## src/rtl/serial_addsub_pkg.sv

```systemverilog
// Shared state encoding and elaboration helpers for serial_addsub.
package serial_addsub_pkg;

    typedef enum logic [1:0] {
        ST_IDLE = 2'b00,
        ST_RUN  = 2'b01,
        ST_DONE = 2'b10
    } state_t;

    function automatic int unsigned clog2(input int unsigned n);
        int unsigned r;
        r = 0;
        for (int unsigned v = 1; v < n; v = v << 1) begin
            r++;
        end
        return r;
    endfunction

endpackage

```

## src/rtl/serial_addsub_full_adder_cell.sv

```systemverilog
// One-bit full adder; serial_addsub chains DIGIT of these per cycle.
module full_adder_cell (
    input  logic a,
    input  logic b,
    input  logic cin,
    output logic s,
    output logic cout
);

    always_comb begin
        s    = a ^ b ^ cin;
        cout = (a & b) | (cin & (a ^ b));
    end

endmodule

```

## src/rtl/serial_addsub.sv

```systemverilog
// Digit-serial add/subtract unit with start/busy/done handshake.
// Define SERIAL_ADDSUB_ZERO_FLAG_EN to add the registered zero output.
module serial_addsub
    import serial_addsub_pkg::*;
#(
    parameter int unsigned WIDTH = 8,
    parameter int unsigned DIGIT = 1
) (
    input  logic             clk,
    input  logic             resetn,
    input  logic             start,
    input  logic             sub,
    input  logic [WIDTH-1:0] a,
    input  logic [WIDTH-1:0] b,
    output logic             busy,
    output logic             done,
    output logic [WIDTH-1:0] sum,
    output logic             cout,
    output logic             ovf
`ifdef SERIAL_ADDSUB_ZERO_FLAG_EN
    ,
    output logic             zero
`endif
);

    localparam int unsigned N  = WIDTH / DIGIT;
    localparam int unsigned CW = (clog2(N) == 0) ? 1 : clog2(N);

    state_t           state;
    logic [WIDTH-1:0] opa;
    logic [WIDTH-1:0] opb;
    logic [WIDTH-1:0] acc;
    logic [WIDTH-1:0] acc_next;
    logic             carry;
    logic [CW-1:0]    cnt;
    logic [DIGIT:0]   c;
    logic [DIGIT-1:0] s_dig;

    assign c[0] = carry;

    for (genvar i = 0; i < DIGIT; i++) begin : g_cell
        full_adder_cell u_cell (
            .a    (opa[i]),
            .b    (opb[i]),
            .cin  (c[i]),
            .s    (s_dig[i]),
            .cout (c[i+1])
        );
    end

    // New digit enters at the top; after N steps the LSB digit has reached bit 0.
    always_comb begin
        acc_next = WIDTH'({s_dig, acc} >> DIGIT);
    end

    always_ff @(posedge clk or negedge resetn) begin
        if (!resetn) begin
            state <= ST_IDLE;
            opa   <= '0;
            opb   <= '0;
            acc   <= '0;
            carry <= 1'b0;
            cnt   <= '0;
            busy  <= 1'b0;
            done  <= 1'b0;
            sum   <= '0;
            cout  <= 1'b0;
            ovf   <= 1'b0;
`ifdef SERIAL_ADDSUB_ZERO_FLAG_EN
            zero  <= 1'b0;
`endif
        end else begin
            done <= 1'b0;
            case (state)
                ST_IDLE, ST_DONE: begin
                    if (start) begin
                        opa   <= a;
                        opb   <= sub ? ~b : b;
                        carry <= sub;
                        cnt   <= '0;
                        acc   <= '0;
                        busy  <= 1'b1;
                        state <= ST_RUN;
                    end else begin
                        state <= ST_IDLE;
                    end
                end
                ST_RUN: begin
                    opa   <= opa >> DIGIT;
                    opb   <= opb >> DIGIT;
                    acc   <= acc_next;
                    carry <= c[DIGIT];
                    cnt   <= cnt + 1'b1;
                    if (cnt == CW'(N - 1)) begin
                        sum   <= acc_next;
                        cout  <= c[DIGIT];
                        ovf   <= c[DIGIT] ^ c[DIGIT-1];
`ifdef SERIAL_ADDSUB_ZERO_FLAG_EN
                        zero  <= (acc_next == '0);
`endif
                        busy  <= 1'b0;
                        done  <= 1'b1;
                        state <= ST_DONE;
                    end
                end
                default: begin
                    busy  <= 1'b0;
                    state <= ST_IDLE;
                end
            endcase
        end
    end

endmodule

```

## config.mk

```make
export PLATFORM = sky130hd
export DESIGN_NAME = serial_addsub
export DESIGN_NICKNAME = d
export VERILOG_FILES = /design/src/rtl/serial_addsub_pkg.sv /design/src/rtl/serial_addsub_full_adder_cell.sv /design/src/rtl/serial_addsub.sv
export SDC_FILE = /design/constraint.sdc
export NUM_CORES = 1
export LEC_CHECK = 0
export ABC_CLOCK_PERIOD_IN_PS = 4550
export CORE_ASPECT_RATIO = 1.1
export CORE_MARGIN = 8
export CORE_UTILIZATION = 25
export DETAILED_ROUTE_END_ITERATION = 6
export GPL_TIMING_DRIVEN = 1
export PLACE_DENSITY = 0.51
export SLEW_MARGIN = 10
export SYNTH_ARGS = -nofsm -noshare
export SYNTH_HDL_FRONTEND = slang
export SYNTH_SLANG_ARGS = --single-unit
```

## constraint.sdc

```tcl
create_clock -name clk -period 4.55 [get_ports clk]
set_clock_uncertainty 0.2 [all_clocks]
set_input_delay 0.91 -clock clk [delete_from_list [all_inputs] [get_ports clk]]
set_output_delay 0.91 -clock clk [all_outputs]
set_load 0.02 [all_outputs]
```

Word level (Yosys, flattened, before mapping). Cells that the tools add are included.

Flip-flop bits (word level): 42. Latch bits: 0. Memory bits (writable): 0. Memory bits (read-only): 0. Bits of input ports: 20. Output and inout bits: 12. Word-level logic and storage cells: 49. Memories kept: 0.

Add/subtract/negate cells: 1. Multiply operators: 0. Div/mod/pow operators: 0. $lt $le $gt $ge: 0. Equality and inequality tests: 5. Shifts and indexed selects: 0. Muxes and demuxes: 19. Bitwise operators: 7. Reduce and logical (&&, ||, !) cells: 6.

Operators with widths (number): case mux 8 bit (2 select lines) (3); two-way mux 8 bit (4); NOT 8 bit (1); two-way mux 1 bit (6); case mux 3 bit (2 select lines) (1); AND reduction 2 bit (3); != test 2 bit (second input constant) (2); case mux 1 bit (2 select lines) (2); case mux 2 bit (2 select lines) (1); adder 3 x 1 -> 3 bit (second input constant) (1); == test 3 bit (second input constant) (1); two-way mux 3 bit (1); bitwise XOR 1 bit (3); AND 1 bit (2); == test 2 x 1 -> 1 bit (second input constant) (1); == test 2 bit (second input constant) (1); logical NOT 2 bit (1); two-way mux 2 bit (1); nonzero test 2 bit (1); OR reduction 2 bit (1); OR 1 bit (1).

Longest topological paths before layout. Gate-level depths: netlist of the first run.

Word-level depth: 4. Gate-level depth with buffers: 6. Gate-level depth less buffers: 5.

Cells and area by module. From an unflattened synthesis of the first run, not the netlist that was laid out.

Cells, all modules: 128. Area, all modules: 1721.7 µm².

By module, submodules not included: serial_addsub (times used 1, cells each 127, area an instance 1701.6 µm², seq. area each 1026.0 µm²); full_adder_cell (times used 1, cells each 1, area an instance 20.0 µm², seq. area each 0.0 µm²).

Worst setup path after synthesis of the first run. Ideal clock, no wire load.

Path kind: input-to-reg. Start point: in start. End point: reg cnt[0]. Library setup time: 0.125 ns. Arrival time: 1.617 ns. Required time: 4.225 ns. Path slack: 2.609 ns. Cell stages on the path: 4. Path buffers: 1. Path through: nor2b_1 > nor2_4 > buf_4 > mux2_2.

Longest elaborated chain between the ends: 2.

RTL lines: start, declared (RTL line serial_addsub.sv:11) `input logic start,`; != test 2 bit (no line); AND reduction 2 bit (no line); end signal, assigned (RTL line serial_addsub.sv:93) `cnt <= cnt + 1'b1;`; end, declared (RTL line serial_addsub.sv:35) `logic [CW-1:0] cnt;`.

No other way between the ends. A chain may end at the register's enable or synchronous reset.

Final worst setup path of the first run.
Start point: in start. End point: reg opb[2].

Longest elaborated chain between the ends: 2.

RTL lines: != test 2 bit (no line); AND reduction 2 bit (no line); end signal, assigned (RTL line serial_addsub.sv:78) `opb <= sub ? ~b : b;`; end signal, assigned (RTL line serial_addsub.sv:90) `opb <= opb >> DIGIT;`; end, declared (RTL line serial_addsub.sv:31) `logic [WIDTH-1:0] opb;`.

No other way between the ends.

==> results of run 1 <==
## routing by layer
layer | vias to the layer above | global-route usage (%) | part of all wire (%)
met3 | 5 | 3.06 | 6.9
li1 | 519 | - | -
met4 | 0 | 3.85 | 1.5
met1 | 548 | 9.02 | 46
met2 | 26 | 11.2 | 45
met5 | - | 0 | 0
## flip-flops by register name (all words and copies together) (netlist names)
signal  count
busy        1
cnt         3
opa         8
cout        1
carry       1
acc         7
state       2
done        1
ovf         1
opb         8
sum         8
## worst max-delay path: cells and delay by family
| family | cells | cell delay (ns) |
|---|---|---|
| AOI/OAI and AO/OA | 1 | 0.38 |
| buffers and inverters | 1 | 0.52 |
| and+or+nand+nor | 2 | 1.00 |
## area by class of cell
class | instances | area share, %
timing repair buffer | 31 | 13.9
clock buffer | 7 | 3.94
inverter | 3 | 0.514
clock inverter | 1 | 1.37
sequential | 41 | 46.8
tap | 82 | 4.68
multi-input combinational | 75 | 28.7
## final timing paths
check | slack [ns] | depth (start not counted) | startpoint | end
max | 1.70 | 4 | start | opb[2]
min | 0.28 | 2 | ovf | ovf
max reg2reg | 2.19 | 3 | state[0] | opb[2]
min reg2reg | 0.28 | 2 | ovf | ovf
max in group asynchronous | 3.04 | 1 | resetn | sum[4]
min in group asynchronous | 0.55 | 1 | resetn | cout
## power groups by stage
stage          Combinational, mW  Clock, mW  Sequential [mW]
2_1_floorplan              0.396          0            0.665
3_3_place_gp               0.588          0            0.624
3_5_place_dp               0.609          0            0.634
4_1_cts                    0.610      0.309            0.627
5_1_grt                    0.652      0.323            0.649
6_report                   0.596      0.300            0.625
## per-stage QoR
| step | worst slack, ns | instances | area [um2] | utilization [%] |
|---|---|---|---|---|
| after global placement | 1.48 | 232 | 2070 | 31.3 |
| after global routing | 1.60 | 240 | 2190 | 33.0 |
| after floorplan | 2.61 | 128 | 1720 | - |
| final | 1.70 | 240 | 2190 | 33.0 |
| after detailed placement | 1.39 | 232 | 2070 | 31.3 |
| after CTS | 1.71 | 240 | 2190 | 33.0 |
## cell usage in the layout, fill, tap and decap left out, drive strengths merged
master,netlist,routed
xor2,1,1
o21ai,3,3
nand2b,1,1
xnor2,8,8
nand2,2,2
a21o,8,8
clkbuf,0,7
a22o,19,19
ha,2,2
a221o,7,7
nor2b,2,2
dfrtp,41,41
nand3b,1,1
bufinv,0,1
nor2,10,10
fa,1,1
clkdlybuf4s50,0,30
inv,3,3
mux2,10,10
buf,9,1
## cells by family after synthesis
family,share of synthesized area (%)
adder cells (fa/ha/maj),2.62
multiplexers,6.54
buffers and inverters,3.85
AND/OR/NAND/NOR,4.72
AO/OA/AOI/OAI,18.1
XOR/XNOR,4.58
flip-flops,59.6
==> reports/qor.txt, run 1 <==
Reg area: 0.00103 mm2
hpwl dp: 2.37 mm
Final period util: 62.7%
Final #Nets: 180
Clk Tree Root Cell: clkbuf_8
clock power share: 19.7%
die width: 95.1 um
Routed WL: 3.43 mm
Post-DRT Antenna Nets: 0
# DRC: 0
first-pass GRT wire length: 5.58 mm
top cell type's share of synthesized area: 59.6%
die area: 0.00980 mm2
Synthesis Warnings: 0
Max Clock Freq: 351 MHz
WP data required: 4.53 ns
TritonCTS clock tree: done
Async S/R FF share, synth: 100%
Clock Latency Late Sink: 0.29 ns
Slew headroom: 23.6%
post-cts sizing count: 0
area of the multi-input gates: 629 um2
Max-Cap Viols: 0
layout cell share with drive strength beyond 1: 12.7%
hold violation count in the final report: 0
placer congestion estimate: 0.686
synthesized area: 0.00172 mm2
count of pins over their slew limit: 0
vias in the first global route: 1,159
Critical Path, Cell by Cell: clkdlybuf4s50_1 > nor2b_1 > nor2_4 > a221o_1
routed vias/inst: 4.58
main area contributors after synthesis: dfrtp_1 (60%), a22o_1 (9.7%), mux2_2 (6.5%)
Sequential Power Share: 41.1%
core area: 0.00663 mm2
outcome: finished, final reports clean
Worst-path clk slew: 0.08 ns
Synth Register Bits: 41
H-tree levels: 2
kind of critical path: in2reg
Clock Tree Buf Depth: 2
RSZ-0062 raised after global routing: false
Psw: 0.497 mW
Fill cells: 664
largest stage delay on the critical path: 0.72 ns
CP startpoint kind: input port
FP Rows: 31
dominant synthesized flop cell: dfrtp_1
critical path fanouts, max: 27
top-count cell post-synth: dfrtp_1
count of hold-fix buffers inserted at cts: 0
clk sinks: 41
slowest CP cell: nor2b_1
post-layout power: 1.52 mW
total global-route track usage: 7.49%
post-synthesis sequential area ratio: 59.6%
Logic pwr share: 39.2%
grt ovf: 0
setup TNS: 0 ns
Antenna diodes: 0
Power Density: 694 mW/mm2
Yosys cell types: 22
Mapped Cells: 128
Syn Area/Cell: 13.5 um2
Crit path arrival time: 2.83 ns
Setup violations, final: 0
Ports: 32
DR vias: 1,098
Leakage Power: 1.01 nW
IO buf count: 31
post-layout min period: 2.85 ns
Initial Util: 26.0%
maximum vdd ir drop: 0.304 mV
WL/cell: 14.3 um
Synth area leader: dfrtp_1
Net Sw Frac: 32.7%
Die Y: 103 um
number of buffers created by CTS: 5
Worst-Margin Slew: 1.14 ns
hold_ws: 0.280 ns
HP Class: reg2reg
top post-synthesis cells by count: dfrtp_1 (41), a22o_1 (19), mux2_2 (10)
P_int: 1.02 mW
Setup Buffers After CTS: 0
CP endpoint kind: flop
EDFF count, synth: 0
net count after synthesis: 151
area delta synth->final: 27.3%
largest net degree at the start of global routing: 42
Starting DRT DRC Count: 27
initial antenna violation count: 0
1st-pass router iterations: 3
(Power assumes the default switching activity.)
==> inputs of run 2 (changes only) <==
Settings changed: ABC_CLOCK_PERIOD_IN_PS 4550 to 2800.
Clock period 4.55 ns to 2.8 ns, I/O delays scaled along.
==> run 2 against run 1 <==
Die area unchanged. Critical path type is now reg2out. Cell area decreased by 0.86%. Register-to-register slack worse by 1.4 ns. Critical path depth shrank 3. Sequential share of layout area grew 0.40 points. Highest routed layer unchanged. Routed wire length grew 1.0%. Combinational power is 65% higher. Largest cell class unchanged. Count of clock-buffer cells in the layout fell by 1. Via count rose by 0.46%. Critical endpoint is now busy. Sequential power up 63%. Non-clock buffer count rose by 2. Cell count is 0.83% higher.
==> reports/qor.txt, run 2 (synthesis gave the netlist of run 1 again) <==
Max-Cap Viols: 0 (unchanged)
Final #Nets: 182 (was 180)
TritonCTS clock tree: done (unchanged)
CP endpoint kind: primary output (was flop)
WP data required: 2.04 ns (was 4.53 ns)
kind of critical path: reg2out (was in2reg)
# DRC: 0 (unchanged)
Final period util: 73.3%
Setup Buffers After CTS: 0 (unchanged)
area delta synth->final: 26.2% (was 27.3%)
vias in the first global route: 1,185 (was 1,159)
initial antenna violation count: 0 (unchanged)
largest net degree at the start of global routing: 42 (unchanged)
routed vias/inst: 4.56 (was 4.58)
Power Density: 1090 mW/mm2 (was 694 mW/mm2)
Critical Path, Cell by Cell: clkdlybuf4s50_1 (was clkdlybuf4s50_1 > nor2b_1 > nor2_4 > a221o_1)
IO buf count: 31 (unchanged)
hold violation count in the final report: 0 (unchanged)
placer congestion estimate: 0.654 (was 0.686)
DR vias: 1,103 (was 1,098)
post-layout min period: 2.05 ns
Routed WL: 3.46 mm (was 3.43 mm)
WL/cell: 14.3 um (about the same)
maximum vdd ir drop: 0.413 mV (was 0.304 mV)
clk sinks: 41 (unchanged)
HP Class: in2async (was reg2reg)
Post-DRT Antenna Nets: 0 (unchanged)
core area: 0.00663 mm2 (unchanged)
number of buffers created by CTS: 5 (unchanged)
Largest regs: opa (8), opb (8), sum (8) (unchanged)
outcome: finished, final reports clean (unchanged)
Ports: 32 (unchanged)
Slew headroom: 41.4% (was 23.6%)
cell family with most CP delay: buffers and inverters (was simple AND/OR/NAND/NOR gates)
Worst-Margin Slew: 0.879 ns (was 1.14 ns)
most common cell after layout, fill and taps aside: dfrtp_1 (unchanged)
Setup violations, final: 0 (unchanged)
RSZ-0062 raised after global routing: false (unchanged)
grt ovf: 0 (unchanged)
Starting DRT DRC Count: 41 (was 27)
H-tree levels: 2 (unchanged)
Crit path buffers/inverters: 1 (unchanged)
commonest non-fill, non-tap cells in the layout: dfrtp_1 (41), clkdlybuf4s50_1 (30), a22o_1 (19) (unchanged)
Final Util: 32.7% (was 33.0%)
first-pass GRT wire length: 5.76 mm (was 5.58 mm)
count of hold-fix buffers inserted at cts: 0 (unchanged)
Leakage Power: 1.01 nW (about the same)
CP startpoint kind: flop (was input port)
slowest CP cell: clkdlybuf4s50_1 (was nor2b_1)
hpwl dp: 2.37 mm (about the same)
Die Y: 103 um (unchanged)
total global-route track usage: 7.60% (was 7.49%)
Worst-path clk slew: 0.07 ns (was 0.08 ns)
Max Clock Freq: 487 MHz
count of pins over their slew limit: 0 (unchanged)
largest stage delay on the critical path: 0.62 ns (was 0.72 ns)
Clock Tree Buf Depth: 2 (unchanged)
final setup margin: 0.748 ns (was 1.70 ns)
Post-Place Setup Slack: 0.524 ns (was 1.39 ns)
FP Rows: 31 (unchanged)
Clock Latency Late Sink: 0.29 ns (about the same)
die width: 95.1 um (unchanged)
Clk Tree Root Cell: clkbuf_8 (unchanged)
layout cell share with drive strength beyond 1: 13.8% (was 12.7%)
die area: 0.00980 mm2 (unchanged)
1st-pass router iterations: 3 (unchanged)
critical path fanouts, max: 3 (was 27)
Antenna diodes: 0 (unchanged)
setup TNS: 0 ns (unchanged)
Crit path arrival time: 1.29 ns (was 2.83 ns)
post-cts sizing count: 0 (unchanged)
Initial Util: 26.0% (unchanged)
run 2: cell count changes in the layout (fill, tap and decap cells not counted):
cell / previous run / this run
bufinv_16: 1 / 0
buf_4: 0 / 2
clkbuf_8: 6 / 5
clkinv_2: 0 / 2
run 2: path summary, 6_finish.rpt:
check                      cells past startpoint     end  slack [ns]   start
max                                            1    busy        0.75    busy
min in group clk                               1  opa[6]        0.28  opa[6]
max in group asynchronous                      1  opa[4]        1.67  resetn
min                                            1  acc[4]        0.19  resetn
max reg2reg                                    4  sum[6]        0.80  cnt[0]
min reg2reg                                    1  opa[6]        0.28  opa[6]
run 2: area by class of cell:
class                      instances  area (um2)
sequential                        41        1030
tap                               82         103
inverter                           3        11.3
clock inverter                     2        10.0
clock buffer                       6        72.6
timing repair buffer              33         320
multi-input combinational         75         629
fill                             671        4460
run 2: where the power goes:
group / internal (mW) / switching (mW)
Combinational: 0.527 / 0.457
Sequential: 0.857 / 0.162
Clock: 0.173 / 0.193
Total: 1.56 / 0.813
run 2: routing by layer:
metal  GRT usage (%)  part of all wire, %
met2            11.6                   45
met1            9.24                   47
met5               0                    0
met4            4.33                  2.2
met3            2.40                  6.2
run 2: per-stage QoR:
| stage | std cells | total power, mW | instance area [um2] | hold WS (ns) |
|---|---|---|---|---|
| 2_1_floorplan | 128 | 1.72 | 1720 | 0.0644 |
| 3_3_place_gp | 234 | 2.00 | 2090 | 0.258 |
| 3_5_place_dp | 234 | 2.04 | 2090 | 0.267 |
| 4_1_cts | 242 | 2.42 | 2170 | 0.216 |
| 5_1_grt | 242 | 2.55 | 2170 | 0.262 |
| 6_report | 242 | 2.37 | 2170 | 0.189 |
==> inputs of run 3 (changes only) <==
Settings changed: ABC_CLOCK_PERIOD_IN_PS 2800 to 1860, PLACE_DENSITY 0.51 to 0.53.
Clock period 2.8 ns to 1.86 ns, I/O delays scaled along.
==> run 3 against run 2 <==
Non-clock buffer count is 8 higher. Total power grew 52%. Register-to-register slack worse by 0.70 ns. Highest routed layer unchanged. Routed wire length decreased by 2.1%. Critical path depth is the same. Sequential power is 50% higher. Sequential cell count stayed put.
==> reports/qor.txt, run 3 (synthesis gave the netlist of run 1 again) <==
H-tree levels: 2 (unchanged)
largest stage delay on the critical path: 0.60 ns (was 0.62 ns)
hpwl dp: 2.52 mm (was 2.37 mm)
Net Sw Frac: 33.9% (was 34.3%)
commonest non-fill, non-tap cells in the layout: dfrtp_1 (41), clkdlybuf4s50_1 (26), a22o_1 (19) (was dfrtp_1 (41), clkdlybuf4s50_1 (30), a22o_1 (19))
routed vias/inst: 4.46 (was 4.56)
Post-Place Setup Slack: -0.136 ns (was 0.524 ns)
1st-pass router iterations: 4 (was 3)
slowest CP cell: clkdlybuf4s50_1 (unchanged)
HP Class: reg2reg (was in2async)
initial antenna violation count: 0 (unchanged)
FP Rows: 31 (unchanged)
Clock Latency Late Sink: 0.29 ns (about the same)
Ports: 32 (unchanged)
die area: 0.00980 mm2 (unchanged)
worst r2r path cells: 5 (was 4)
Post-DRT Antenna Nets: 0 (unchanged)
area delta synth->final: 30.9% (was 26.2%)
IO buf count: 31 (unchanged)
vias in the first global route: 1,117 (was 1,185)
Routed WL: 3.39 mm (was 3.46 mm)
Final Instance Area: 0.00225 mm2 (was 0.00217 mm2)
Setup violations, final: 0 (unchanged)
die width: 95.1 um (unchanged)
Setup Buffers After CTS: 0 (unchanged)
CP startpoint kind: flop (unchanged)
Worst-path clk slew: 0.07 ns (about the same)
cell family with most CP delay: buffers and inverters (unchanged)
WL/cell: 13.5 um (was 14.3 um)
P_int: 2.38 mW (was 1.56 mW)
hold_ws: 0.282 ns (was 0.189 ns)
Starting DRT DRC Count: 25 (was 41)
core area: 0.00663 mm2 (unchanged)
layout cell share with drive strength beyond 1: 17.3% (was 13.8%)
DP Area: 0.00215 mm2 (was 0.00209 mm2)
hold violation count in the final report: 0 (unchanged)
setup TNS: 0 ns (unchanged)
WP data required: 1.29 ns (was 2.04 ns)
Setup crit start: cout (was busy)
grt ovf: 0 (unchanged)
Worst R2R Setup Slack: 0.10 ns (was 0.80 ns)
CP endpoint kind: primary output (unchanged)
Worst-Margin Slew: 0.599 ns (was 0.879 ns)
Leakage Power: 1.09 nW (was 1.01 nW)
TritonCTS clock tree: done (unchanged)
Slew headroom: 59.9% (was 41.4%)
Power Density: 1600 mW/mm2 (was 1090 mW/mm2)
first-pass GRT wire length: 5.49 mm (was 5.76 mm)
Clk Tree Root Cell: clkbuf_8 (unchanged)
Final period util: 97.4%
Critical Path, Cell by Cell: clkdlybuf4s50_1 (unchanged)
placer congestion estimate: 0.703 (was 0.654)
count of pins over their slew limit: 0 (unchanged)
Critical Path End: cout (was busy)
maximum vdd ir drop: 0.714 mV (was 0.413 mV)
Crit path buffers/inverters: 1 (unchanged)
outcome: finished, final reports clean (unchanged)
kind of critical path: reg2out (unchanged)
Final #Nets: 190 (was 182)
RSZ-0062 raised after global routing: false (unchanged)
Antenna diodes: 0 (unchanged)
Sequential Power Share: 42.6% (was 43.0%)
Logic pwr share: 42.4% (was 41.5%)
WP depth: 1 (unchanged)
number of buffers created by CTS: 5 (unchanged)
DR vias: 1,115 (was 1,103)
Crit path arrival time: 1.24 ns (was 1.29 ns)
post-layout power: 3.60 mW (was 2.37 mW)
largest net degree at the start of global routing: 42 (unchanged)
r2r startpoint: cnt[0] (unchanged)
Max Clock Freq: 552 MHz
clock power share: 15.1% (was 15.4%)
Psw: 1.22 mW (was 0.813 mW)
final setup margin: 0.0475 ns (was 0.748 ns)
Die Y: 103 um (unchanged)
Clock Tree Buf Depth: 2 (unchanged)
Initial Util: 26.0% (unchanged)
# DRC: 0 (unchanged)
Largest regs: opa (8), opb (8), sum (8) (unchanged)
worst r2r dst: sum[6] (unchanged)
critical path fanouts, max: 2 (was 3)
most common cell after layout, fill and taps aside: dfrtp_1 (unchanged)
post-layout min period: 1.81 ns
clk sinks: 41 (unchanged)
total global-route track usage: 7.25% (was 7.60%)
Max-Cap Viols: 0 (unchanged)
## run 3: final cells by class
type,instances,area [um2]
timing repair buffer,41,402
multi-input combinational,75,629
tap,82,103
clock inverter,2,10.0
fill,663,4380
inverter,3,11.3
sequential,41,1030
clock buffer,6,72.6
## run 3: power groups by stage
stage	Combinational [mW]	Sequential, mW	Clock (mW)
3_3_place_gp	1.52	1.53	0
6_report	1.52	1.53	0.543
2_1_floorplan	0.969	1.63	0
4_1_cts	1.56	1.54	0.574
3_5_place_dp	1.56	1.56	0
5_1_grt	1.67	1.58	0.591
## run 3: repair_timing
item / in CTS / in global routing
endpoints found under the setup margin: 1 / 3
hold buffers: 1 / 0
hold endpoints to repair: 41 / 0
resized for setup: 1 / 3
## run 3: worst min path at each step
stage / cells past startpoint / startpoint / endpoint
floorplan: 0 / resetn / acc[1]
global placement: 2 / resetn / sum[5]
detailed placement: 2 / resetn / sum[4]
CTS: 1 / opa[5] / opa[5]
global route: 1 / opa[5] / opa[5]
finish: 1 / opa[5] / opa[5]
## run 3: layer usage
metal,track usage (%),part of all wire (%),vias up
li1,-,-,537
met1,8.95,45,544
met2,10.8,44,31
met3,3.42,9.2,3
met4,2.52,0.92,0
met5,0,0,-
## run 3: stage by stage
step / std cells / util, %
after global routing: 250 / 34.0
final: 250 / 34.0
after detailed placement: 241 / 32.5
after CTS: 250 / 33.9
after floorplan: 128 / -
after global placement: 241 / 32.5
